<file path="src/rtl/video_shifter.sv">
// video_shifter: captures memory read data a fixed latency after a qualified
// fetch strobe, queues the words in a small FIFO and shifts them out MSB-first
// as pixels at a programmable clock divide. blank flushes all state except the
// sticky overflow flag.
module video_shifter #(
   parameter int unsigned dataWidth    = 8,
   parameter int unsigned bitsPerPixel = 1,
   parameter int unsigned divider      = 2,
   parameter int unsigned loadLatency  = 1,
   parameter int unsigned fifoDepth    = 2,
   parameter logic [bitsPerPixel-1:0] idlePixel = '1
) (
   input  logic                        clk,
   input  logic                        reset,
   input  logic                        fetch,
   input  logic [dataWidth-1:0]        dataIn,
   input  logic                        blank,
   output logic [bitsPerPixel-1:0]     pixelOut,
   output logic                        active,
   output logic [$clog2(fifoDepth):0]  fifoLevel,
   output logic                        overflow
);

   localparam int unsigned PPW  = dataWidth / bitsPerPixel;
   localparam int unsigned AW   = $clog2(fifoDepth);
   localparam int unsigned LW   = AW + 1;
   localparam int unsigned CW   = $clog2(PPW + 1);
   localparam int unsigned DIVW = $clog2(divider + 1);

   localparam logic [DIVW-1:0] DIV_LAST  = DIVW'(divider - 1);
   localparam logic [CW-1:0]   CNT_FULL  = CW'(PPW);
   localparam logic [CW-1:0]   CNT_ONE   = CW'(1);
   localparam logic [LW-1:0]   LEVEL_MAX = LW'(fifoDepth);

   typedef enum logic {
      IDLE,
      ACTIVE
   } shifterState;

   shifterState                 state;
   logic                        fetchPrev;
   logic [loadLatency-1:0]      dly;
   logic [loadLatency:0]        dlyShift;
   logic [dataWidth-1:0]        mem [fifoDepth];
   logic [AW-1:0]               rdPtr;
   logic [AW-1:0]               wrPtr;
   logic [dataWidth-1:0]        shifter;
   logic [dataWidth+bitsPerPixel-1:0] shiftExt;
   logic [dataWidth-1:0]        shifted;
   logic [CW-1:0]               pixCnt;
   logic [DIVW-1:0]             divCnt;
   logic                        rise;
   logic                        mature;
   logic                        tick;
   logic                        wantWord;
   logic                        fifoFull;
   logic                        pop;
   logic                        push;
   logic                        dropped;

   // The extra top bit of dlyShift is simply discarded; it lets a latency of
   // one use the same shift expression as longer delay lines.
   assign rise     = fetch & ~fetchPrev;
   assign mature   = dly[loadLatency-1];
   assign dlyShift = {dly, rise};

   // Shifting through a widened vector keeps the fill expression legal even
   // when a single pixel spans the whole word.
   assign shiftExt = {shifter, idlePixel};
   assign shifted  = shiftExt[dataWidth-1:0];

   assign tick     = (state == ACTIVE) && (divCnt == DIV_LAST);
   assign wantWord = (state == IDLE) || (tick && (pixCnt == CNT_ONE));
   assign fifoFull = (fifoLevel == LEVEL_MAX);
   // pop only sees entries present before this edge: no bypass of the FIFO
   assign pop      = wantWord && (fifoLevel != '0);
   assign push     = mature && (!fifoFull || pop);
   assign dropped  = mature && fifoFull && !pop;

   // Capture pipeline, FIFO bookkeeping and shifter state machine
   always_ff @(posedge clk) begin
      if (reset || blank) begin
         state     <= IDLE;
         dly       <= '0;
         rdPtr     <= '0;
         wrPtr     <= '0;
         fifoLevel <= '0;
         shifter   <= '0;
         pixCnt    <= '0;
         divCnt    <= '0;
         pixelOut  <= idlePixel;
         active    <= 1'b0;
         if (reset) begin
            overflow  <= 1'b0;
            fetchPrev <= 1'b0;
         end else begin
            fetchPrev <= fetch;
         end
      end else begin
         fetchPrev <= fetch;
         dly       <= dlyShift[loadLatency-1:0];

         if (push) begin
            mem[wrPtr] <= dataIn;
            wrPtr      <= wrPtr + AW'(1);
         end
         if (pop) begin
            rdPtr <= rdPtr + AW'(1);
         end
         fifoLevel <= fifoLevel + LW'(push) - LW'(pop);
         if (dropped) begin
            overflow <= 1'b1;
         end

         case (state)
            IDLE: begin
               divCnt <= '0;
               if (pop) begin
                  shifter  <= mem[rdPtr];
                  pixCnt   <= CNT_FULL;
                  pixelOut <= mem[rdPtr][dataWidth-1 -: bitsPerPixel];
                  active   <= 1'b1;
                  state    <= ACTIVE;
               end
            end
            ACTIVE: begin
               if (tick) begin
                  divCnt <= '0;
                  if (pixCnt == CNT_ONE) begin
                     if (pop) begin
                        shifter  <= mem[rdPtr];
                        pixCnt   <= CNT_FULL;
                        pixelOut <= mem[rdPtr][dataWidth-1 -: bitsPerPixel];
                     end else begin
                        pixelOut <= idlePixel;
                        active   <= 1'b0;
                        state    <= IDLE;
                     end
                  end else begin
                     shifter  <= shifted;
                     pixCnt   <= pixCnt - CNT_ONE;
                     pixelOut <= shifted[dataWidth-1 -: bitsPerPixel];
                  end
               end else begin
                  divCnt <= divCnt + DIVW'(1);
               end
            end
            default: begin
               state <= IDLE;
            end
         endcase
      end
   end

endmodule

</file>
<file path="config.mk">
export PLATFORM = sky130hd
export DESIGN_NAME = video_shifter
export DESIGN_NICKNAME = d
export VERILOG_FILES = /design/src/rtl/video_shifter.sv
export SDC_FILE = /design/constraint.sdc
export NUM_CORES = 1
export LEC_CHECK = 0
export BUFFER_PORTS_ARGS = -buffer_cell sky130_fd_sc_hd__buf_2
export CAP_MARGIN = 5
export CORE_MARGIN = 10
export CORE_UTILIZATION = 35
export DETAILED_ROUTE_END_ITERATION = 8
export PLACE_DENSITY = 0.59
export SLEW_MARGIN = 20
export SYNTH_ARGS = -nofsm -noshare
export SYNTH_HDL_FRONTEND = slang
export SYNTH_SLANG_ARGS = --single-unit
</file>
<file path="constraint.sdc">
create_clock -name clk -period 2.09 [get_ports clk]
set_input_delay 0.5225 -clock clk [delete_from_list [all_inputs] [get_ports clk]]
set_output_delay 0.5225 -clock clk [all_outputs]
set_load 0.005 [all_outputs]
</file>
# Word-level counts from Yosys, hierarchy flattened
# Memory sizes are Yosys's and may differ from the RTL's. A register that Yosys moved wholly into a read port is not among the register bits.
# Cells that the tools add are included.
[classes]
add_sub_neg = 6
mul = 0
div = 0
n_lt_le_gt_ge = 0
eq_ne = 8
n_shift = 0
mux = 34
n_bitwise = 3
n_reduce_logical = 16
[op_table]
columns = ["op", "count"]
rows = [
  ["two-way mux 8 bit", 3],
  ["two-way mux 1 bit", 21],
  ["one-hot mux 8 bit (2 select lines)", 1],
  ["two-way mux 4 bit", 3],
  ["one-hot mux 4 bit (2 select lines)", 1],
  ["logical AND 1 bit", 6],
  ["inequality test 2 bit, second input constant", 3],
  ["one-hot mux 1 bit (2 select lines)", 3],
  ["equality test 4 x 1 -> 1 bit, second input constant", 1],
  ["inequality test 2 x 1 -> 1 bit, second input constant", 2],
  ["one-hot mux 2 bit (2 select lines)", 1],
  ["AND reduction 2 bit", 2],
  ["AND reduction 4 bit", 1],
  ["nonzero test 2 bit", 2],
  ["subtractor 4 x 1 -> 4 bit, second input constant", 1],
  ["logical OR 1 bit", 3],
  ["adder 1 bit, second input constant", 2],
  ["adder 2 x 1 -> 2 bit", 1],
  ["adder 2 x 1 -> 2 bit, second input constant", 1],
  ["equality test 2 x 1 -> 1 bit, second input constant", 1],
  ["equality test 2 bit, second input constant", 1],
  ["logical NOT 1 bit", 2],
  ["two-way mux 2 bit", 1],
  ["NOT 1 bit", 2],
  ["other kinds (2)", 2],
]
[totals]
register_bits = 24
latchBits = 0
ram_bits = 16
rom_bits = 0
in_bits = 12
out_inout_bits = 5
word_cells = 80
n_memories = 1
[memory_table]
columns = ["memory", "words", "word_bits", "rd", "rd_clocked_by_memory_dff", "write_ports", "line_no", "source"]
rows = [
  ["mem", 2, 8, 1, 1, 1, "44", "logic [dataWidth-1:0] mem [fifoDepth];"],
]

# Longest topological paths before layout
[depth]
ltp_word = 10
mapped_depth = 10
ltp_nobuf = 10

# Least setup slack after synthesis
# OpenSTA, ideal clock, no wires.
[synth_timing]
path_kind = "input to register"
startpoint = "input port blank"
endpoint = "memory mem[1][0], enable pin"
setup_ns = 0.383
arrival_time_ns = 1.751
t_required_ns = 1.707
setup_slack_ns = -0.045
path_stages = 4
n_path_buf = 2
path_cell_list = "or2_0 -> buf_2 -> clkbuf_1 -> nor3_1"
[synth_via]
elab_chain_len = 3
[synth_rtl]
columns = ["item", "line_no", "source"]
rows = [
  ["from (decl)", "17", "input logic blank,"],
  ["logical OR 1 bit", "82", "if (reset || blank) begin"],
  ["two-way mux 1 bit", "82", ""],
  ["two-way mux 1 bit (implied by the code)", "104", "mem[wrPtr] <= dataIn;"],
  ["to (decl)", "44", ""],
]
# No other way between the ends.

# Final worst setup path
[layout_timing]
startpoint = "register pixCnt[1]"
endpoint = "register fifoLevel[1]"
[layout_via]
elab_chain_len = 8
[layout_rtl]
columns = ["item", "line_no", "source"]
rows = [
  ["from (decl)", "50", "logic [CW-1:0] pixCnt;"],
  ["from (signal assigned)", "141", "pixCnt <= pixCnt - CNT_ONE;"],
  ["equality test 4 x 1 -> 1 bit *", "73", "assign wantWord = (state == IDLE) || (tick && (pixCnt == CNT_ONE));"],
  ["logical AND 1 bit *", "73", ""],
  ["logical OR 1 bit *", "73", ""],
  ["logical AND 1 bit *", "76", "assign pop = wantWord && (fifoLevel != '0);"],
  ["logical OR 1 bit", "77", "assign push = mature && (!fifoFull || pop);"],
  ["logical AND 1 bit", "77", ""],
  ["adder 2 x 1 -> 2 bit", "110", "fifoLevel <= fifoLevel + LW'(push) - LW'(pop);"],
  ["subtractor 2 x 1 -> 2 bit *", "110", ""],
  ["to (signal assigned)", "110", ""],
  ["to (decl)", "20", "output logic [$clog2(fifoDepth):0] fifoLevel,"],
]
# Mark *: on every way between the ends. The rest lies on a longest branch, timed or not.
# A chain may end at the register's enable or synchronous reset.

==> impl_metrics.py <==
metrics = {
    "clocking": {
        "hold_buffers": 0,
        "cts_tree": "done",
        "clk_path_buf_depth": 2,
        "cts.clk_slew.worst_paths_ns": 0.07,
        "cts-htree-levels": 2,
        "cts_buffers": 5,
        "cts_sinks": 40,
        "worstSkewPairLatency_ns": 0.29,
        "cts_root_buf": "clkbuf_8",
    },
    "cells_and_area": {
        "regArea_sq_um": 972.2,
        "drive_gt1_share_pct": 26.59,
        "final_area_sq_um": 2037,
        "final_util_pct": 45.53,
        "multi_input_area_sq_um": 640.6,
        "fillers": 417,
        "areaGrowthSynthToFinish_pct": 22.78,
        "fin_nets": 189,
        "diodes": 0,
    },
    "sta": {
        "hold_violations": 0,
        "max_slew_margin_pct": 74.71,
        "final_max_slew_viol_count": 0,
        "fin_crit_sh_pct": 94.49,
        "setup_viol": 0,
        "rsz0062_at_grt": "false",
        "fmax_mhz": 506.4,
        "skew_ns": 0.005174,
        "worstMarginPinSlew_ns": 0.3754,
        "fin_crit_ns": 1.975,
        "fin_tns_setup_ns": 0,
    },
    "place": {
        "place_hpwl_um": 2267,
        "port_buffers": 16,
        "postPlaceCellArea_sq_um": 1858,
        "gp_congestion": 0.7166,
    },
    "routing": {
        "drt-met1-wl_um": 1395,
        "drc": 0,
        "drt-pass1-iter-count": 4,
        "wl_per_cell_um": 13.84,
        "routed.top_layer": "met4",
        "routed_wl_um": 3113,
        "route.vias.total": 1151,
        "met3_length_um": 142,
        "drt_iter0_drc": 76,
        "post_drt_via_cell_ratio": 5.116,
        "ant_nets": 0,
        "wl_met2_um": 1539,
    },
    "power_and_ir_drop": {
        "combinationalPowerShare_pct": 5.7,
        "vdd_drop_max_mv": 0.4444,
        "sw_frac_of_total_pct": 17.91,
        "seqPwrFrac_pct": 46.7,
        "p_sw_uw": 321.2,
        "powerDensity_nw_per_um2": 880.2,
        "p_int_mw": 1.472,
        "p_leak_nw": 0.7502,
        "p_clk_share_pct": 47.6,
    },
    "yosys": {
        "synth_common_cells": "23 x dfxtp_1, 17 x edfxtp_1, 10 x nor2_1",
        "yosys_warnings": 0,
        "ys_async_sr_fraction_pct": 0,
        "synth-edff-count": 17,
        "synth_top_area_cell": "edfxtp_1",
        "synthDistinctLibCells": 39,
        "syn_area_sq_um": 1659,
        "syn_nets": 160,
        "synth_top_area_share_pct": 30.77,
        "synth_area_per_cell_sq_um": 11.60,
        "yosys_register_bits": 40,
        "yosysSeqAreaShare_pct": 58.52,
        "yosys_most_used_dff": "dfxtp_1",
        "syn_inst": 143,
        "synth.most_common_cell": "dfxtp_1",
        "synthTopCellsByArea": "edfxtp_1 31%, dfxtp_1 28%, mux2i_1 4.2%",
    },
    "setup_path": {
        "crit_arrival_ns": 2.15,
        "rr_startpoint": "pixCnt[1]",
        "worst_setup_path_end_kind": "register",
        "cp.required_ns": 2.27,
        "path_max_fanout": 3,
        "r2r_cells": 10,
        "cp-start-kind": "register",
        "regToRegSetupSlack_ns": 0.12,
        "crit_start": "pixCnt[1]",
        "worstSetupEndpoint": "fifoLevel[1]",
        "crit_type": "register to register",
        "r2r-end": "fifoLevel[1]",
    },
    "global_route": {
        "grt-ovfl-total": 0,
        "grt_max_degree": 14,
        "first_global_vias": 1150,
        "track_usage_pct": 8.668,
        "grt_antenna_before_repair": 0,
        "grt_pass1_wl_um": 5306,
    },
    "run": {
        "maxCapViolCount": 0,
    },
    "hold_path": {
        "hold_class": "register to register",
    },
    "floorplan": {
        "die_width_um": 88.85,
        "io_pins": 17,
        "core.rowCount": 24,
        "start_util_pct": 37.08,
        "die_h_um": 88.85,
        "core_sq_um": 4474,
        "die_area_sq_um": 7894,
    },
    "run_status": {
        "status": "completed",
    },
}
-- sequential cells by signal, indices dropped and copies added, names as in the netlist, named ones only --
name / count
mem: 16
shifter: 7
pixCnt: 4
divCnt: 2
fifoLevel: 2
active: 1
dly: 1
fetchPrev: 1
overflow: 1
pixelOut: 1
rdPtr: 1
state: 1
wrPtr: 1
-- worst max-delay path, stage by stage, from the launching register on --
cell	delay, ns
dfxtp_2	0.34
inv_1	0.06
ha_2	0.18
and4bb_2	0.25
o31ai_4	0.20
ha_1	0.26
inv_1	0.05
ha_1	0.14
xor2_1	0.17
xnor2_1	0.14
nor2_1	0.05
-- cell type report --
class | count | area share, %
Tap cell | 52 | 3.194
Clock buffer | 5 | 3.378
Multi-Input combinational cell | 89 | 31.45
Inverter | 8 | 1.474
Timing Repair Buffer | 28 | 8.354
Sequential cell | 40 | 47.73
Clock inverter | 3 | 4.423
-- power by group through the flow --
stage / clock network (mW) / registers [mW] / logic (mW)
2_1_floorplan: 0 / 0.854 / 0.0627
3_3_place_gp: 0 / 0.855 / 0.0982
3_5_place_dp: 0 / 0.855 / 0.100
4_1_cts: 0.871 / 0.838 / 0.102
5_1_grt: 0.921 / 0.840 / 0.116
6_report: 0.853 / 0.838 / 0.102
-- cells by family (layout without fill, tap and decap cells) --
family | Yosys count | after routing | share of synthesized area (%)
and+or+nand+nor | 42 | 42 | 14.10
DFF | 40 | 40 | 58.52
AOI/OAI and AO/OA | 31 | 31 | 13.27
buffers and inverters | 14 | 44 | 3.846
muxes | 8 | 8 | 4.902
adders and majority gates | 5 | 5 | 3.771
xor gates and xnor gates | 3 | 3 | 1.584
-- cell usage in the layout, fill, tap and decap left out, types with 2 or more instances in the layout --
master / count
dfxtp_1: 22
edfxtp_1: 17
buf_2: 16
buf_4: 12
nor2_1: 10
inv_1: 8
a21oi_1: 8
nor3_1: 7
mux2i_1: 7
nand2_1: 6
o21ai_1: 6
a22oi_1: 5
clkbuf_8: 5
ha_1: 4
a221oi_1: 3
o21ai_0: 3
bufinv_16: 3
nor3_2: 2
nand2b_1: 2
and2_1: 2
nand3_1: 2
nor3b_1: 2
xnor2_1: 2
-- how the worst min path moves through the flow --
stage                     cells after the start      start        end
after floorplan                               1  fetchPrev        dly
after global routing                          1  dataIn[4]  mem[0][4]
after detailed placement                      1  fetchPrev        dly
final                                         1  fetchPrev        dly
after global placement                        1  fetchPrev        dly
after CTS                                     1  fetchPrev        dly
-- repair_timing --
| action | in CTS | in global routing |
|---|---|---|
| pin swaps | 0 | 3 |
| endpoints found under the setup margin | 1 | 1 |
| resized for setup | 1 | 2 |
| gates cloned | 0 | 0 |
| buffers inserted | 0 | 1 |
-- per-layer routing --
metal,track usage (%),vias up
met5,0,-
met1,10.19,544
met4,2.937,0
met2,14.03,26
met3,3.493,5
li1,-,576
-- through the flow --
step	hold WS (ns)	power (mW)	instances	setup WS, ns
after CTS	0.3954	1.811	224	0.0008447
after global routing	0.4042	1.877	225	0.003925
after floorplan	0.3729	0.9165	143	0.01276
after detailed placement	0.3848	0.9557	216	-0.02018
final	0.3922	1.793	225	0.1153
after global placement	0.3784	0.9529	216	0.1054
(Power assumes the default switching activity.)
